`src/rtl/alink_tx_sched_pkg.sv`:
```
// Shared lane count, task size, counter widths and FSM encodings for the Alink TX scheduler.
// Constant definitions only.
package alink_tx_sched_pkg;

    localparam int PHY_NUM       = 32;
    localparam int PTR_W         = 5;
    localparam int TX_TASKID_LEN = 1;
    localparam int TX_DATA_LEN   = 19;
    localparam int TASK_WORDS    = TX_TASKID_LEN + TX_DATA_LEN;
    localparam int CNT_W         = 10;
    localparam int GAP_W         = 16;

    typedef enum logic [2:0] {
        ST_IDLE  = 3'd0,
        ST_GRANT = 3'd1,
        ST_START = 3'd2,
        ST_WAIT  = 3'd3,
        ST_GAP   = 3'd4,
        ST_DRAIN = 3'd5
    } sched_state_t;

    function automatic logic [31:0] lane_onehot(input logic [PTR_W-1:0] idx);
        return 32'd1 << idx;
    endfunction

endpackage

```
`src/rtl/alink_tx_sched_if.sv`:
```
// CSR, TxFIFO-status and tx_phy handshake bundle for the TX scheduler.
// slave = scheduler view, master = CSR/FIFO/tx_phy side.
interface alink_tx_sched_if;
    import alink_tx_sched_pkg::*;

    logic                reg_en;
    logic                reg_flush;
    logic [PHY_NUM-1:0]  reg_phy_mask;
    logic [GAP_W-1:0]    reg_gap;
    logic [PHY_NUM-1:0]  phy_busy;
    logic [CNT_W-1:0]    txfifo_cnt;
    logic                tx_phy_start;
    logic [31:0]         tx_phy_sel;
    logic                tx_phy_done;
    logic                sched_busy;
    logic [31:0]         task_cnt;
    logic [PTR_W-1:0]    last_phy;

    modport slave (
        input  reg_en, reg_flush, reg_phy_mask, reg_gap, phy_busy, txfifo_cnt, tx_phy_done,
        output tx_phy_start, tx_phy_sel, sched_busy, task_cnt, last_phy
    );

    modport master (
        output reg_en, reg_flush, reg_phy_mask, reg_gap, phy_busy, txfifo_cnt, tx_phy_done,
        input  tx_phy_start, tx_phy_sel, sched_busy, task_cnt, last_phy
    );

endinterface

```
`src/rtl/alink_tx_sched_rr_arb.sv`:
```
// Rotating-priority picker: first set request after i_ptr, wrapping modulo N.
// Purely combinational, zero latency; no handshake.
module alink_tx_sched_rr_arb #(
    parameter int N  = 32,
    parameter int IW = (N > 1) ? $clog2(N) : 1
) (
    input  logic [N-1:0]  i_req,
    input  logic [IW-1:0] i_ptr,
    output logic          o_gnt_vld,
    output logic [IW-1:0] o_gnt_idx
);

    logic [2*N-1:0] w_dbl;

    // Lower copy is masked at and below the pointer; the upper copy supplies the wrap-around.
    assign w_dbl = {i_req, i_req};

    always_comb begin
        o_gnt_vld = |i_req;
        o_gnt_idx = '0;
        for (int i = 2*N-1; i >= 0; i--) begin
            if (w_dbl[i] && (i > int'(i_ptr))) begin
                o_gnt_idx = IW'(i % N);
            end
        end
    end

endmodule

```
`src/rtl/alink_tx_sched.sv`:
```
// Round-robin TX task scheduler: gates on a whole task in TxFIFO, grants one PHY lane, waits done, inserts gap.
// Ready in IDLE at t -> tx_phy_start at t+2; done at d (gap 0) -> earliest next start at d+3.
module alink_tx_sched
    import alink_tx_sched_pkg::*;
(
    input  logic              clk,
    input  logic              rst,
    alink_tx_sched_if.slave   bus
);

    sched_state_t      r_state;
    logic [PTR_W-1:0]  r_ptr;
    logic [PTR_W-1:0]  r_last_phy;
    logic [GAP_W-1:0]  r_gap_cnt;
    logic [31:0]       r_task_cnt;
    logic              r_start;
    logic [31:0]       r_sel;

    logic [PHY_NUM-1:0] w_elig;
    logic               w_ready;
    logic               w_gnt_vld;
    logic [PTR_W-1:0]   w_gnt_idx;

    assign w_elig  = bus.reg_phy_mask & ~bus.phy_busy;
    assign w_ready = bus.reg_en & ~bus.reg_flush & (|w_elig)
                   & (bus.txfifo_cnt >= CNT_W'(TASK_WORDS));

    alink_tx_sched_rr_arb #(.N(PHY_NUM), .IW(PTR_W)) u_arb (
        .i_req     (w_elig),
        .i_ptr     (r_ptr),
        .o_gnt_vld (w_gnt_vld),
        .o_gnt_idx (w_gnt_idx)
    );

    always_ff @(posedge clk or posedge rst) begin
        if (rst) begin
            r_state    <= ST_IDLE;
            r_ptr      <= PTR_W'(PHY_NUM - 1);
            r_last_phy <= '0;
            r_gap_cnt  <= '0;
            r_task_cnt <= '0;
            r_start    <= 1'b0;
            r_sel      <= '0;
        end else begin
            case (r_state)
                ST_IDLE: begin
                    if (w_ready) r_state <= ST_GRANT;
                end
                ST_GRANT: begin
                    // Lane choice is final here; later mask/busy changes do not recall the task.
                    if (!bus.reg_flush && w_gnt_vld) begin
                        r_last_phy <= w_gnt_idx;
                        r_ptr      <= w_gnt_idx;
                        r_start    <= 1'b1;
                        r_sel      <= lane_onehot(w_gnt_idx);
                        r_state    <= ST_START;
                    end else begin
                        r_state <= ST_IDLE;
                    end
                end
                ST_START: begin
                    r_start <= 1'b0;
                    r_sel   <= '0;
                    r_state <= bus.reg_flush ? ST_DRAIN : ST_WAIT;
                end
                ST_WAIT: begin
                    if (bus.tx_phy_done) begin
                        r_task_cnt <= r_task_cnt + 32'd1;
                        if (bus.reg_gap != '0) begin
                            r_gap_cnt <= bus.reg_gap;
                            r_state   <= ST_GAP;
                        end else begin
                            r_state <= ST_IDLE;
                        end
                    end else if (bus.reg_flush) begin
                        r_state <= ST_DRAIN;
                    end
                end
                ST_GAP: begin
                    if (bus.reg_flush || r_gap_cnt == GAP_W'(1)) r_state <= ST_IDLE;
                    else r_gap_cnt <= r_gap_cnt - GAP_W'(1);
                end
                ST_DRAIN: begin
                    if (bus.tx_phy_done) r_state <= ST_IDLE;
                end
                default: r_state <= ST_IDLE;
            endcase
        end
    end

    assign bus.tx_phy_start = r_start;
    assign bus.tx_phy_sel   = r_sel;
    assign bus.sched_busy   = (r_state != ST_IDLE);
    assign bus.task_cnt     = r_task_cnt;
    assign bus.last_phy     = r_last_phy;

endmodule

```
`src/flat_wrapper.sv`:
```
// flat-port wrapper written by rule: the top's interface ports become plain ports
module alink_tx_sched_flat import alink_tx_sched_pkg::*;
  (clk, rst, bus_reg_en, bus_reg_flush, bus_reg_phy_mask, bus_reg_gap, bus_phy_busy, bus_txfifo_cnt, bus_tx_phy_done, bus_tx_phy_start, bus_tx_phy_sel, bus_sched_busy, bus_task_cnt, bus_last_phy);
  alink_tx_sched_if bus_i ();
  input  logic clk;
  input  logic rst;
  input wire logic [$bits(bus_i.reg_en)-1:0] bus_reg_en;
  input wire logic [$bits(bus_i.reg_flush)-1:0] bus_reg_flush;
  input wire logic [$bits(bus_i.reg_phy_mask)-1:0] bus_reg_phy_mask;
  input wire logic [$bits(bus_i.reg_gap)-1:0] bus_reg_gap;
  input wire logic [$bits(bus_i.phy_busy)-1:0] bus_phy_busy;
  input wire logic [$bits(bus_i.txfifo_cnt)-1:0] bus_txfifo_cnt;
  input wire logic [$bits(bus_i.tx_phy_done)-1:0] bus_tx_phy_done;
  output wire logic [$bits(bus_i.tx_phy_start)-1:0] bus_tx_phy_start;
  output wire logic [$bits(bus_i.tx_phy_sel)-1:0] bus_tx_phy_sel;
  output wire logic [$bits(bus_i.sched_busy)-1:0] bus_sched_busy;
  output wire logic [$bits(bus_i.task_cnt)-1:0] bus_task_cnt;
  output wire logic [$bits(bus_i.last_phy)-1:0] bus_last_phy;
  assign bus_i.reg_en = bus_reg_en;
  assign bus_i.reg_flush = bus_reg_flush;
  assign bus_i.reg_phy_mask = bus_reg_phy_mask;
  assign bus_i.reg_gap = bus_reg_gap;
  assign bus_i.phy_busy = bus_phy_busy;
  assign bus_i.txfifo_cnt = bus_txfifo_cnt;
  assign bus_i.tx_phy_done = bus_tx_phy_done;
  assign bus_tx_phy_start = bus_i.tx_phy_start;
  assign bus_tx_phy_sel = bus_i.tx_phy_sel;
  assign bus_sched_busy = bus_i.sched_busy;
  assign bus_task_cnt = bus_i.task_cnt;
  assign bus_last_phy = bus_i.last_phy;
  alink_tx_sched u_core (.clk(clk), .rst(rst), .bus(bus_i));
endmodule
```
`config.mk`:
```
export PLATFORM = sky130hd
export DESIGN_NAME = alink_tx_sched_flat
export DESIGN_NICKNAME = d
export VERILOG_FILES = /design/src/rtl/alink_tx_sched_pkg.sv /design/src/rtl/alink_tx_sched_if.sv /design/src/rtl/alink_tx_sched_rr_arb.sv /design/src/rtl/alink_tx_sched.sv /design/src/flat_wrapper.sv
export SDC_FILE = /design/constraint.sdc
export NUM_CORES = 1
export LEC_CHECK = 0
export ABC_AREA = 1
export CORE_AREA = 5 5 129 131
export CTS_CLUSTER_DIAMETER = 60
export CTS_CLUSTER_SIZE = 8
export DETAILED_ROUTE_END_ITERATION = 16
export DIE_AREA = 0 0 134 136
export PLACE_DENSITY = 0.71
export SYNTH_ARGS = -nofsm -noshare
export SYNTH_HDL_FRONTEND = slang
export SYNTH_SLANG_ARGS = --single-unit
```
`constraint.sdc`:
```
create_clock -name clk -period 10.64 [get_ports clk]
set_input_delay 2.128 -clock clk [delete_from_list [all_inputs] [get_ports clk]]
set_output_delay 2.128 -clock clk [all_outputs]
set_load 0.01 [all_outputs]
```
==> results_dict.tcl <==
set metrics [dict create \
    drc 0 \
    met3_usage 0.0603 \
    port_buffers 163 \
    period_needed_ps 5890 \
    fin_util 0.525 \
    busiest_layer "met2" \
    powerDensity_nw_per_um2 199 \
    period_share 0.554 \
    drtPass1Iterations 5 \
    insertion_delay_ps 340 \
    critPathSlowestCell "clkdlybuf4s50_1" \
    crit_path_start_kind "primary input" \
    p_leak_nw 4.04 \
    async_flop_share 1.00 \
    r2r_setup_slack_ps 6540 \
    final_nets 1146 \
    cts_tree "yes" \
    timing_worst_setup_path_type "primary input to flip-flop" \
    grt_max_degree 74 \
    ant_nets 0 \
    cp.required_ps 10900 \
    hold_start "u_core.bus.task_cnt[31]$_DFFE_PP0P_" \
    ys_warn_count 0 \
    worst_r2r_endpoint "u_core.bus.task_cnt[30]$_DFFE_PP0P_" \
    synth_top_area_cell "dfrtp_1" \
    cts_resized 0 \
    worstSetupEndpointType "flip-flop" \
    hold_path_end "u_core.bus.task_cnt[31]$_DFFE_PP0P_" \
    setup_tns_ps 0 \
    rr_worst_depth 17 \
    slew_headroom 0.389 \
    hold_viol 0 \
    via_per_inst 4.82 \
    synthTopCellsByArea "dfrtp_1, nand2_1, inv_1" \
    grtUsageMet1 0.237 \
    hp-class "flip-flop to flip-flop" \
    clk_pin_slew_ps 70 \
    cp_max_fo 9 \
    antenna_found_initial 0 \
    cpPeakStageDelay_ps 450 \
    layout-drive-gt1-share 0.0465 \
    numCtsBuffers 9 \
    first_iter_violations 266 \
    worstPathArrival_ps 6150 \
    finalWirelength_um 16700 \
    cts.sinks 94 \
    die_x_um 134 \
    cts_root_buffer "clkbuf_16" \
    hpwl_um 13000 \
    synth_edf_count 0 \
    rsz0062_at_grt "false" \
    setup_viol_count_final 0 \
    drv_slew 0 \
    yosysMostFrequentCell "nand2_1" \
    avgRoutedWirePerCell_um 13.4 \
    layoutNonFillerInstCount 1245 \
    yosys.area.top_type_share 0.372 \
    worst_pin_slew_ps 916 \
    yosys-top-cells-count "nand2_1, inv_1, nor2_1, dfrtp_1, o21ai_0" \
    grt_pass1_vias 5815 \
    hold_buffers 0 \
    num_io_pins 166 \
    yosys.cell_types.count 44 \
    core_area_um2 15500 \
    cts_setup_buffers 0 \
    num_vias 6000 \
    globalRouteMet2Util 0.295 \
    antennaDiodeCount 0 \
    track_usage 0.182 \
    syn_inst 882 \
    synthToLayoutAreaGrowth_pct 36.0 \
    die_area_um2 18200 \
    irDropWorstVdd_mv 0.131 \
    finalClockSkew_ps 8.81 \
    netlist_area_um2 5980 \
    die_h_um 136 \
    dp_cells 1229 \
    r2r_start "u_core.r_state[2]$_DFFE_PP0P_" \
    synthFlopType "dfrtp_1" \
    synth-seq-cells 94 \
    rows 46 \
    grt_overflow_total 0 \
    grt_pass1_wl_um 27400 \
    min_path_cells 1 \
    ys_seq_area_frac 0.394 \
    start_util 0.386 \
    syn_nets 980 \
    status "finished clean" \
    cts_buffer_depth 2 \
    htreeDepth 3 \
    drv_cap 0 \
    cp_common_cell "nand2_1" \
    place.gp.congestion 0.921 \
    synth.avg_cell_area_um2 6.78 \
    fmax_ghz 0.170 \
]
-- power by group --
group	internal (W)	switching (W)
sequential	0.000456	0.0000777
combinational	0.000286	0.000470
clock	0.000185	0.000143
total	0.000927	0.000691
-- worst max-delay path, delay by kind of cell --
family	cells	cell delay, ps
simple gates	57	3340
compound gates	1	160
buf+inv	2	480
-- through the flow --
stage	instance area, um2	hold slack [ps]	setup WS (ps)	power [W]
2_1_floorplan	5980	454	5490	0.00101
6_report	8130	476	4750	0.00162
4_1_cts	8130	478	4760	0.00162
5_1_grt	8130	494	4090	0.00174
3_5_place_dp	7840	456	4420	0.00129
3_3_place_gp	7840	456	4450	0.00128
-- registers in the layout, summed over array words and instances (netlist names) --
| name | flops |
|---|---|
| u_core.bus.tx_phy_start | 1 |
| u_core.r_state | 3 |
| u_core.bus.task_cnt | 32 |
| u_core.bus.last_phy | 5 |
| u_core.r_gap_cnt | 16 |
| u_core.bus.tx_phy_sel | 32 |
| u_core.r_ptr | 5 |
-- per-layer routing --
metal	part of all wire	vias to the layer above
met5	0	-
met4	0.021	0
met3	0.076	24
met2	0.46	172
met1	0.45	2719
li1	-	3085
-- cells in the final DEF, fill, tap and decap left out, types with 6 or more instances in the layout --
master,count
nand4_1,12
nor3_1,31
dfrtp_1,89
o21ai_0,39
xor2_1,24
a31oi_1,6
clkbuf_16,9
inv_1,157
nor2_1,139
xnor2_1,7
clkdlybuf4s50_1,163
o21bai_1,8
a21oi_1,28
o21ai_1,11
nand2_1,217
nand3_1,36
nor4_1,6
-- logic make-up after synthesis --
group / synth area share
xor+xnor: 0.0454
compound gates: 0.104
buf+inv: 0.113
fa+ha+maj: 0.00628
simple gates: 0.334
flops: 0.394
mux: 0.00188
-- area by class of cell --
class | instances | area, um2
fillers | 1523 | 7350
multi-input cells | 608 | 2940
flip-flops and latches | 94 | 2360
repair buffers | 167 | 1660
inverters | 168 | 632
well taps | 192 | 240
clock buffers | 10 | 229
clock inverters | 6 | 68.8
-- worst max-delay path by stage --
stage	from	end	slack [ps]
4_1_cts	bus_phy_busy[30]	u_core.bus.tx_phy_sel[3]$_DFFE_PP0P_	4760
3_5_place_dp	bus_phy_busy[30]	u_core.bus.tx_phy_sel[3]$_DFFE_PP0P_	4420
6_report	bus_reg_phy_mask[28]	u_core.bus.tx_phy_sel[22]$_DFFE_PP0P_	4750
5_1_grt	bus_phy_busy[30]	u_core.bus.tx_phy_sel[27]$_DFFE_PP0P_	4090
2_1_floorplan	bus_reg_phy_mask[28]	u_core.bus.tx_phy_sel[18]$_DFFE_PP0P_	5490
3_3_place_gp	bus_phy_busy[30]	u_core.bus.tx_phy_sel[3]$_DFFE_PP0P_	4450
Note: power is estimated with default switching activity, not from simulation.
